## src/rtl/uart_pkg.sv

```systemverilog
// Shared UART definitions: FSM states, word-length codes and parity helpers.
// Used by both the transmit controller and the baud counter.
package uart_pkg;

  localparam int DEF_DIV_W = 16;

  localparam logic TX_IDLE = 1'b1;

  localparam logic [1:0] WLEN_5 = 2'b00;
  localparam logic [1:0] WLEN_6 = 2'b01;
  localparam logic [1:0] WLEN_7 = 2'b10;
  localparam logic [1:0] WLEN_8 = 2'b11;

  typedef enum logic [2:0] {
    IDLE   = 3'd0,
    START  = 3'd1,
    DATA   = 3'd2,
    PARITY = 3'd3,
    STOP   = 3'd4
  } tx_state_e;

  // Keeps only the data bits inside the configured word length.
  function automatic logic [7:0] wlen_mask(input logic [1:0] wlen);
    return 8'hFF >> (2'd3 - wlen);
  endfunction

  function automatic logic par_bit(input logic [7:0] data, input logic [1:0] wlen,
                                   input logic even, input logic stick);
    if (stick) return ~even;
    return (^(data & wlen_mask(wlen))) ^ ~even;
  endfunction

endpackage

```

## src/rtl/uart_baud_cnt.sv

```systemverilog
// Loadable bit-period down-counter; tick marks the last cycle of a bit.
// Reloads itself from div on tick so consecutive bits need no extra load.
module uart_baud_cnt
  import uart_pkg::*;
#(
  parameter int DIV_W = DEF_DIV_W
) (
  input  logic             clk,
  input  logic             rst_n,
  input  logic             load,
  input  logic [DIV_W-1:0] div,
  output logic             tick
);

  logic [DIV_W-1:0] r_cnt;

  always_ff @(posedge clk) begin
    if (!rst_n)
      r_cnt <= '0;
    else if (load || r_cnt == '0)
      r_cnt <= div;
    else
      r_cnt <= r_cnt - DIV_W'(1);
  end

  assign tick = (r_cnt == '0);

endmodule

```

## src/rtl/uart_tx_ctrl.sv

```systemverilog
// UART transmit frame sequencer: start, LSB-first data, optional parity, stop.
// Line config is shadowed at byte acceptance; break gates the pin only.
module uart_tx_ctrl
  import uart_pkg::*;
#(
  parameter int DIV_W = DEF_DIV_W
) (
  input  logic             clk,
  input  logic             rst_n,
  input  logic [DIV_W-1:0] div,
  input  logic [1:0]       wlen,
  input  logic             stop2,
  input  logic             par_en,
  input  logic             par_even,
  input  logic             par_stick,
  input  logic             brk,
  input  logic [7:0]       thr_data,
  input  logic             thr_valid,
  output logic             thr_ready,
  output logic             tx,
  output logic             busy,
  output logic             thre_pulse
);

  tx_state_e        r_state;
  logic [7:0]       r_shift;
  logic [2:0]       r_bit_idx;
  logic [DIV_W-1:0] r_div;
  logic [1:0]       r_wlen;
  logic             r_stop2;
  logic             r_par_en;
  logic             r_par_bit;
  logic             r_stop_2nd;
  logic             r_fsm_tx;
  logic             r_busy;
  logic             r_thr_ready;

  logic             w_accept;
  logic             w_tick;
  logic             w_last_bit;
  logic [DIV_W-1:0] w_cnt_div;

  assign w_accept   = thr_valid & r_thr_ready & (r_state == IDLE);
  // Live divisor only on the load cycle; afterwards the shadow copy drives reloads.
  assign w_cnt_div  = w_accept ? div : r_div;
  assign w_last_bit = (r_bit_idx == ({1'b0, r_wlen} + 3'd4));

  uart_baud_cnt #(.DIV_W(DIV_W)) u_baud (
    .clk   (clk),
    .rst_n (rst_n),
    .load  (w_accept),
    .div   (w_cnt_div),
    .tick  (w_tick)
  );

  always_ff @(posedge clk) begin
    if (!rst_n) begin
      r_state     <= IDLE;
      r_shift     <= '0;
      r_bit_idx   <= '0;
      r_div       <= '0;
      r_wlen      <= '0;
      r_stop2     <= 1'b0;
      r_par_en    <= 1'b0;
      r_par_bit   <= 1'b0;
      r_stop_2nd  <= 1'b0;
      r_fsm_tx    <= TX_IDLE;
      r_busy      <= 1'b0;
      r_thr_ready <= 1'b0;
    end else begin
      case (r_state)
        IDLE: begin
          r_fsm_tx    <= TX_IDLE;
          r_busy      <= 1'b0;
          r_thr_ready <= 1'b1;
          if (w_accept) begin
            r_shift     <= thr_data;
            r_div       <= div;
            r_wlen      <= wlen;
            r_stop2     <= stop2;
            r_par_en    <= par_en;
            r_par_bit   <= par_bit(thr_data, wlen, par_even, par_stick);
            r_bit_idx   <= '0;
            r_stop_2nd  <= 1'b0;
            r_fsm_tx    <= 1'b0;
            r_busy      <= 1'b1;
            r_thr_ready <= 1'b0;
            r_state     <= START;
          end
        end
        START: begin
          if (w_tick) begin
            r_fsm_tx <= r_shift[0];
            r_state  <= DATA;
          end
        end
        DATA: begin
          if (w_tick) begin
            r_shift   <= {1'b0, r_shift[7:1]};
            r_bit_idx <= r_bit_idx + 3'd1;
            if (!w_last_bit) begin
              r_fsm_tx <= r_shift[1];
            end else if (r_par_en) begin
              r_fsm_tx <= r_par_bit;
              r_state  <= PARITY;
            end else begin
              r_fsm_tx <= TX_IDLE;
              r_state  <= STOP;
            end
          end
        end
        PARITY: begin
          if (w_tick) begin
            r_fsm_tx <= TX_IDLE;
            r_state  <= STOP;
          end
        end
        STOP: begin
          if (w_tick) begin
            if (r_stop2 && !r_stop_2nd) begin
              r_stop_2nd <= 1'b1;
            end else begin
              r_busy      <= 1'b0;
              r_thr_ready <= 1'b1;
              r_state     <= IDLE;
            end
          end
        end
        default: begin
          r_fsm_tx    <= TX_IDLE;
          r_busy      <= 1'b0;
          r_thr_ready <= 1'b0;
          r_state     <= IDLE;
        end
      endcase
    end
  end

  assign tx         = r_fsm_tx & ~brk;
  assign busy       = r_busy;
  assign thr_ready  = r_thr_ready;
  assign thre_pulse = w_accept;

endmodule

```

## config.mk

```make
export PLATFORM = sky130hd
export DESIGN_NAME = uart_tx_ctrl
export DESIGN_NICKNAME = d
export VERILOG_FILES = /design/src/rtl/uart_pkg.sv /design/src/rtl/uart_baud_cnt.sv /design/src/rtl/uart_tx_ctrl.sv
export SDC_FILE = /design/constraint.sdc
export NUM_CORES = 1
export LEC_CHECK = 0
export ABC_AREA = 1
export CELL_PAD_IN_SITES_DETAIL_PLACEMENT = 1
export CELL_PAD_IN_SITES_GLOBAL_PLACEMENT = 2
export CORE_UTILIZATION = 33
export DETAILED_ROUTE_END_ITERATION = 8
export HOLD_SLACK_MARGIN = 0.15
export PLACE_DENSITY_LB_ADDON = 0.1
export SLEW_MARGIN = 30
export SYNTH_ARGS = -nofsm -noshare
export SYNTH_HDL_FRONTEND = slang
export SYNTH_HIERARCHICAL = 1
export SYNTH_SLANG_ARGS = --single-unit
```

## constraint.sdc

```tcl
create_clock -name clk -period 5.7 [get_ports clk]
set_clock_uncertainty 0.1 [all_clocks]
set_input_delay 0.57 -clock clk [delete_from_list [all_inputs] [get_ports clk]]
set_output_delay 0.57 -clock clk [all_outputs]
set_load 0.01 [all_outputs]
```

==> summary.txt <==
Largest net degree at the start of global routing: 58
Clock buffer depth: 2
DR top layer: met4
Post-Syn Area: 3283 µm²
Flop2flop setup slack: 3.16 ns
Starting Density: 33.74%
Placed cells: 644
H-tree depth: 2
Pwr per Cell Area: 501.6 nW/µm²
RePlAce Congestion: 0.7636
Sequential-to-total area share from yosys stat: 33.54%
Multi-input logic area: 1695 µm²
Area growth syn-to-layout: 14.98%
Unique masters post-synth: 38
Wl on met1: 3964 µm
Mean Syn Cell Area: 6.742 µm²
DR WL/cell: 12.15 µm
Max Cap Viol: 0
Count of state elements after synthesis: 55
Final #Nets: 554
Crit. End Element: output port
Number of antenna violations at the first check in global routing: 0
GRT overflow: 0
Die Height: 101.7 µm
Synthesized net count: 523
Most frequent cells in the layout: 113 x nand2_1, 85 x inv_1, 55 x dfxtp_1, 51 x nor2_1, 37 x clkdlybuf4s50_1
Vias/cell: 4.627
Fraction of registers with async set/reset: 0%
DRC Markers: 0
Routed wl met3: 219 µm
Final worst-path cycle share: 51.51%
Worst Path Arrival: 2.27 ns
Final Worst Setup Slack: 2.764 ns
Hold Buf Count CTS: 0
# clock sinks: 55
Run status: finished clean
Cell Rows: 36
VDD IR max: 0.1438 mV
Leakage: 1.752 nW
CP max FO: 57
Slew Limit Headroom: 42.39%
Unrepaired setup endpoints after global routing: false
Most common cell after layout, fill and taps aside: nand2_1
Hold Path Class: flop to flop
Fmax: 0.3406 GHz
Final cell count without fillers: 652
Met2 wire length: 3658 µm
I/O pin total: 38
Core Area: 9729 µm²
Final Util: 38.80%
Worst hold slack: 0.3805 ns
TritonCTS buffer count: 5
CTS tree: yes
All-Layer GR Usage: 16.44%
Share of cells above drive strength 1: 10.60%
Reg clk slew, reported paths: 0.10 ns
Ant. Diodes: 0
Die footprint: 10350 µm²
Via count: 3017
Sequential cell area: 1101 µm²
Final Hold Vio Count: 0
Cts repair resizes: 0
WL final: 7921 µm
Slew Limit Fails: 0
Horiz. Die Dim: 101.7 µm
Setup-failing EPs final: 0
Worst-skew pair later-pin latency: 0.32 ns
DR pass1 iterations: 4
Post-DP HPWL: 5887 µm
Post-CTS Setup Repair Bufs: 0
Global-route wire length before repair: 13460 µm
Final setup TNS: 0 ns
Iter 0 DRT Violations: 85
Filler cell count: 1289
Syn Inst Count: 487
Synth Flop Type: dfxtp_1
Synthesis warning total: 6
Clock Root Buffer: clkbuf_8
Vias in the first global route: 2953
Critical Path Source Type: input pin
Worst setup path class: input pin to output port
Worst EP required: 5.03 ns
Dpl ws: 2.781 ns
Buffers on Ports: 37
Fin crit period: 2.936 ns
Post-route antenna net violation count: 0
EDFF count, synth: 0
Slew @ Worst Pin: 0.8589 ns
## cell type report
| class | count | area share, % |
|---|---|---|
| clock inverter | 3 | 0.4972 |
| sequential | 55 | 29.17 |
| multi-input combinational | 327 | 44.91 |
| inverter | 91 | 9.181 |
| clock buffer | 5 | 1.823 |
| tap | 133 | 4.408 |
| timing repair buffer | 38 | 10.01 |
## path summary, 6_finish.rpt
kind,startpoint,endpoint,depth (start not counted)
max,thr_valid,thre_pulse,4
max reg2reg,u_baud/r_cnt[0]$_SDFF_PN0_,r_state[0]$_SDFFE_PN0P_,14
min,r_shift[7]$_SDFFE_PN0P_,r_shift[7]$_SDFFE_PN0P_,2
min reg2reg,r_shift[7]$_SDFFE_PN0P_,r_shift[7]$_SDFFE_PN0P_,2
## worst max-delay path: stages
cell and delay, ns:
clkdlybuf4s50_1 0.55, nand3_4 0.17, inv_6 0.34, clkdlybuf4s50_1 0.62
## sequential cells by signal (all words and copies together), names as in the netlist, 2 cells and up
name	flops
r_bit_idx	3
r_div	16
r_state	3
r_wlen	2
u_baud/r_cnt	16
r_shift	8
## cell families after synthesis
group / after synthesis / synth area share (%)
xor gates and xnor gates: 7 / 1.867
buffers and inverters: 105 / 14.82
and+or+nand+nor: 225 / 31.33
DFF: 55 / 33.54
adders and majority gates: 2 / 0.7621
AOI/OAI and AO/OA: 93 / 17.68
## per-stage QoR
step	total power, W	cell area (µm²)
after floorplan	0.001496	3283
after global placement	0.001666	3687
after detailed placement	0.001692	3687
after CTS	0.001935	3775
after global routing	0.002106	3775
final	0.001893	3775
## power by group
| part | switching, W | total (W) | internal (W) |
|---|---|---|---|
| sequential | 0.0000944 | 0.000601 | 0.000506 |
| combinational | 0.000676 | 0.00107 | 0.000389 |
| clock | 0.000140 | 0.000227 | 0.0000871 |
## synth_stat cells (all sizes together), types with 2 or more instances
master	n	area share, %
xor2	5	1.3
clkbuf	2	0.23
buf	12	4.0
nor2	61	8.6
a31oi	7	1.3
a211oi	18	5.3
nand3	20	3.4
o21ai	25	3.8
a21oi	39	6.3
nand3b	2	0.46
inv	90	10
xnor2	2	0.53
nand2	122	15
or2	17	3.2
dfxtp	55	34
ha	2	0.76
nor3	2	0.30
## layer usage
layer / vias up / track usage [%]
met4: 0 / 3.679
met2: 39 / 28.90
li1: 1583 / -
met1: 1389 / 20.79
met5: - / 0
met3: 6 / 3.037
(Power assumes the default switching activity.)
==> RTL edit 1, RTL diff (same settings) <==
`DEF_DIV_W`: 16 -> 32.
--- a/src/rtl/uart_pkg.sv
+++ b/src/rtl/uart_pkg.sv
@@ -4,3 +4,3 @@
 
-  localparam int DEF_DIV_W = 16;
+  localparam int DEF_DIV_W = 32;
 
Interface: changed (resized div); port bits go from 38 to 54. The function was not compared with the original's and may differ.
==> RTL edit 1 against the original RTL <==
Power increased by 79%; setup slack worse by 360 ps; final area is 61% higher; first-iteration DRC count increased by 100%; register-to-register slack worse by 450 ps; sequential cell count is 32 higher; area after synthesis up 57%; routed wire length rose by 82%.
==> RTL edit 1: results (changes against the original RTL) <==
{
  "p_leak": {"value": 2.93, "unit": "nW", "change": "was 1.75 nW"},
  "yosys.cell_types.count": {"value": 37, "change": "was 38"},
  "grt_pass1_vias": {"value": 5346, "change": "was 2953"},
  "wl": {"value": 14.4, "unit": "mm", "change": "was 7.92 mm"},
  "nets": {"value": 901, "change": "was 554"},
  "worst_skew_pair.late_latency": {"value": 340, "unit": "ps", "change": "was 320 ps"},
  "status": {"value": "complete, no violations", "change": "unchanged"},
  "detailed_place.area": {"value": 5740, "unit": "um^2", "change": "was 3690 um^2"},
  "synth.net_count": {"value": 862, "change": "was 523"},
  "cts_max_level": {"value": 3, "change": "was 2"},
  "grt_util_all_layers": {"value": 0.192, "change": "was 0.164"},
  "main_area_contributors_after_synthesis": {"value": "sky130_fd_sc_hd__dfxtp_1 34%, sky130_fd_sc_hd__nand2_1 14%, sky130_fd_sc_hd__nor2_1 9.9%, sky130_fd_sc_hd__inv_1 9.5%, sky130_fd_sc_hd__a21oi_1 5.2%", "change": "was sky130_fd_sc_hd__dfxtp_1 34%, sky130_fd_sc_hd__nand2_1 13%, sky130_fd_sc_hd__inv_1 9.8%, sky130_fd_sc_hd__nor2_1 5.8%, sky130_fd_sc_hd__a21oi_1 5.5%"},
  "worst-path-max-fanout": {"value": 46, "change": "was 57"},
  "first_iter_violations": {"value": 171, "change": "was 85"},
  "vias": {"value": 5046, "change": "was 3017"},
  "share_of_post_route_cells_with_drive_strength_above_1": {"value": 0.0855, "change": "was 0.106"},
  "cts_made_buffers": {"value": 9, "change": "was 5"},
  "cts_resized": {"value": 0, "change": "unchanged"},
  "pin_count_of_the_biggest_net_entering_global_routing": {"value": 60, "change": "was 58"},
  "cts.reportedPaths.clkPinSlew": {"value": 70, "unit": "ps", "change": "was 100 ps"},
  "synth_commonest_cells": {"value": "194 x sky130_fd_sc_hd__nand2_1, 136 x sky130_fd_sc_hd__nor2_1, 130 x sky130_fd_sc_hd__inv_1", "change": "was 113 x sky130_fd_sc_hd__nand2_1, 86 x sky130_fd_sc_hd__inv_1, 55 x sky130_fd_sc_hd__dfxtp_1"},
  "top_regs": {"value": "r_div x32, u_baud/r_cnt x32, r_shift x8", "change": "was r_div x16, u_baud/r_cnt x16, r_shift x8"},
  "hpwlAfterDp": {"value": 11.0, "unit": "mm", "change": "was 5.89 mm"},
  "slew_headroom": {"value": 0.418, "change": "was 0.424"},
  "gp_routability_congestion": {"value": 0.828, "change": "was 0.764"},
  "placement.io_buffers": {"value": 53, "change": "was 37"},
  "clk_root_buffer_cell": {"value": "sky130_fd_sc_hd__clkbuf_16", "change": "was sky130_fd_sc_hd__clkbuf_8"},
  "number_of_synthesis_warnings": {"value": 6, "change": "unchanged"}
}
RTL edit 1: changes by cell type in the layout (fill, tap and decap cells not counted), sizes merged, moves of 4 or more:
cell	unedited run	this run
nor2	61	145
nand2	122	198
inv	90	137
dfxtp	55	87
a21oi	39	55
clkdlybuf4s50	37	53
a211oi	18	33
or2	17	32
nand4	0	11
nand3	20	30
clkbuf	5	10
xnor2	2	6
RTL edit 1: final cells by class:
| type | count | area, um^2 |
|---|---|---|
| clock inverters | 6 | 92.6 |
| clock buffers | 10 | 239 |
| multi-input cells | 558 | 2700 |
| inverters | 137 | 514 |
| fillers | 2005 | 9130 |
| flip-flops and latches | 87 | 1740 |
| repair buffers | 56 | 553 |
| well taps | 188 | 235 |
RTL edit 1: logic make-up after synthesis:
family          share of synthesized area
simple gates                        0.351
flops                               0.338
fa+ha+maj                         0.00485
compound gates                      0.149
buf+inv                             0.140
xor+xnor                           0.0170
RTL edit 1: critical path, cell delays in order:
cell	delay (ps)
sky130_fd_sc_hd__clkdlybuf4s50_1	500
sky130_fd_sc_hd__nand3_2	260
sky130_fd_sc_hd__inv_2	630
sky130_fd_sc_hd__clkdlybuf4s50_1	660
RTL edit 1: layer usage:
metal | part of all wire | up-vias | global-route usage | wire [um]
met5 | 0 | - | 0 | 0
met4 | 0.0095 | 0 | 0.0546 | 137
met3 | 0.024 | 7 | 0.0310 | 339
met2 | 0.50 | 37 | 0.352 | 7250
met1 | 0.46 | 2405 | 0.231 | 6690
li1 | - | 2597 | - | -
RTL edit 1: path summary, 6_finish.rpt:
check	startpoint	end	slack (ps)	cells past startpoint
setup / recovery	thr_valid	thre_pulse	2400	4
setup reg to reg	r_state[1]	u_baud/r_cnt[17]	2710	13
hold / removal	r_stop2	r_stop2	360	2
hold reg to reg	r_stop2	r_stop2	360	2
RTL edit 1: metrics by stage:
| step | worst slack [ps] | std cells | util |
|---|---|---|---|
| after global routing | 2220 | 1042 | 0.399 |
| after detailed placement | 2310 | 1026 | 0.378 |
| after floorplan | 3580 | 810 | - |
| after global placement | 2460 | 1026 | 0.377 |
| final | 2400 | 1042 | 0.399 |
| after CTS | 2380 | 1042 | 0.399 |
RTL edit 1: report_power, final:
group	internal, W	total, W	switching (W)
clock	0.000399	0.000667	0.000269
combinational	0.000608	0.00179	0.00118
sequential	0.000792	0.000938	0.000146
==> RTL edit 2, RTL diff (config.mk and constraints unchanged) <==
Made on the original files. Re-encode `tx_state_e` (5 states) as one-hot, 5 bits wide.
--- a/src/rtl/uart_pkg.sv
+++ b/src/rtl/uart_pkg.sv
@@ -13,8 +13,8 @@
 
-  typedef enum logic [2:0] {
-    IDLE   = 3'd0,
-    START  = 3'd1,
-    DATA   = 3'd2,
-    PARITY = 3'd3,
-    STOP   = 3'd4
+  typedef enum logic [4:0] {
+    IDLE   = 5'b00001,
+    START  = 5'b00010,
+    DATA   = 5'b00100,
+    PARITY = 5'b01000,
+    STOP   = 5'b10000
   } tx_state_e;
Behaviour: same outputs for any inputs over 10 cycles, from zero or initial values and one cycle with rst_n low; not proved beyond that.
==> RTL edit 2 against the original RTL <==
Setup slack better by 67 ps; highest routed layer unchanged; routed wire length decreased by 1.1%; final area increased by 2.0%; count of clock-buffer cells in the layout increased by 5; power decreased by 1.2%; sequential cell count rose by 2; area after synthesis fell by 3.4%; cell count fell by 2.0%; largest power group unchanged.
==> RTL edit 2: results (changes against the original RTL) <==
{
  "hpwlAfterDp": {"value": 5.75, "unit": "mm", "change": "was 5.89 mm"},
  "vias": {"value": 2884, "change": "was 3017"},
  "fillCellCount": {"value": 1225, "change": "was 1289"},
  "die-width": {"value": 100, "unit": "um", "change": "was 102 um"},
  "cts.reportedPaths.clkPinSlew": {"value": 70, "unit": "ps", "change": "was 100 ps"},
  "worst_skew_pair.late_latency": {"value": 340, "unit": "ps", "change": "was 320 ps"},
  "first_iter_violations": {"value": 59, "change": "was 85"},
  "worst-path-max-fanout": {"value": 29, "change": "was 57"},
  "met3_usage": {"value": 0.0279, "change": "was 0.0304"},
  "nets": {"value": 541, "change": "was 554"},
  "main_area_contributors_after_synthesis": {"value": "sky130_fd_sc_hd__dfxtp_1 36%, sky130_fd_sc_hd__nand2_1 11%, sky130_fd_sc_hd__nor2_1 9.5%, sky130_fd_sc_hd__inv_1 8.6%, sky130_fd_sc_hd__o21ai_0 5.0%", "change": "was sky130_fd_sc_hd__dfxtp_1 34%, sky130_fd_sc_hd__nand2_1 13%, sky130_fd_sc_hd__inv_1 9.8%, sky130_fd_sc_hd__nor2_1 5.8%, sky130_fd_sc_hd__a21oi_1 5.5%"},
  "avgRoutedWirePerCell": {"value": 12.3, "unit": "um", "change": "was 12.1 um"},
  "p_leak": {"value": 1.89, "unit": "nW", "change": "was 1.75 nW"},
  "power.switching_fraction": {"value": 0.401, "change": "was 0.481"},
  "yosys.cell_types.count": {"value": 34, "change": "was 38"},
  "cts_made_buffers": {"value": 9, "change": "was 5"},
  "synth.net_count": {"value": 504, "change": "was 523"},
  "status": {"value": "complete, no violations", "change": "unchanged"},
  "hold_path.startpoint": {"value": "r_shift[2]", "change": "was r_shift[7]"},
  "grt_pass1_vias": {"value": 2971, "change": "was 2953"},
  "gp_routability_congestion": {"value": 0.775, "change": "was 0.764"},
  "timing.critical_path.arrival": {"value": 2200, "unit": "ps", "change": "was 2270 ps"},
  "grtUsageMet2": {"value": 0.297, "change": "was 0.289"},
  "cts_max_level": {"value": 3, "change": "was 2"},
  "worstMarginPinSlew": {"value": 700, "unit": "ps", "change": "was 859 ps"},
  "grt_util_all_layers": {"value": 0.172, "change": "was 0.164"}
}
[RTL edit 2: worst paths after layout]
| check | endpoint | slack (ps) | depth (start not counted) |
|---|---|---|---|
| worst max register to register | r_state[4] | 3120 | 12 |
| worst max-delay path | thre_pulse | 2830 | 5 |
| worst min-delay path | r_shift[2] | 350 | 2 |
| worst min register to register | r_shift[2] | 350 | 2 |
[RTL edit 2: worst max-delay path, delay by kind of cell]
kind | cells | cell delay [ps]
buf+inv | 3 | 1360
simple gates | 2 | 270
[RTL edit 2: cells by family after synthesis]
kind of cell,after synthesis,synth area share
xor gates and xnor gates,9,0.0248
and+or+nand+nor,231,0.331
buffers and inverters,89,0.125
AOI/OAI and AO/OA,80,0.151
adders and majority gates,2,0.00789
DFF,57,0.360
[RTL edit 2: layout make-up]
cell class                 count  area share
timing repair buffer          39       0.100
tap                          129      0.0419
multi-input combinational    322       0.424
sequential                    57       0.296
inverter                      76      0.0741
clock buffer                  10      0.0357
clock inverter                 6      0.0273
[RTL edit 2: metrics by stage]
stage | instances | hold slack, ps | cell area (um^2) | utilization
4_1_cts | 639 | 354 | 3850 | 0.415
2_1_floorplan | 468 | 324 | 3170 | -
3_5_place_dp | 623 | 343 | 3610 | 0.389
5_1_grt | 639 | 375 | 3850 | 0.415
3_3_place_gp | 623 | 333 | 3610 | 0.389
6_report | 639 | 351 | 3850 | 0.415
[RTL edit 2: power groups by stage]
stage,logic [W],clock network (W),registers [W]
final,0.000830,0.000468,0.000572
after global routing,0.000967,0.000502,0.000586
after CTS,0.000850,0.000481,0.000573
after detailed placement,0.000842,0,0.000582
after global placement,0.000823,0,0.000577
after floorplan,0.000690,0,0.000565
[RTL edit 2: layer usage]
metal | vias up | share of wire
met5 | - | 0
met4 | 0 | 0.015
met3 | 11 | 0.033
met2 | 49 | 0.44
met1 | 1306 | 0.51
li1 | 1518 | -
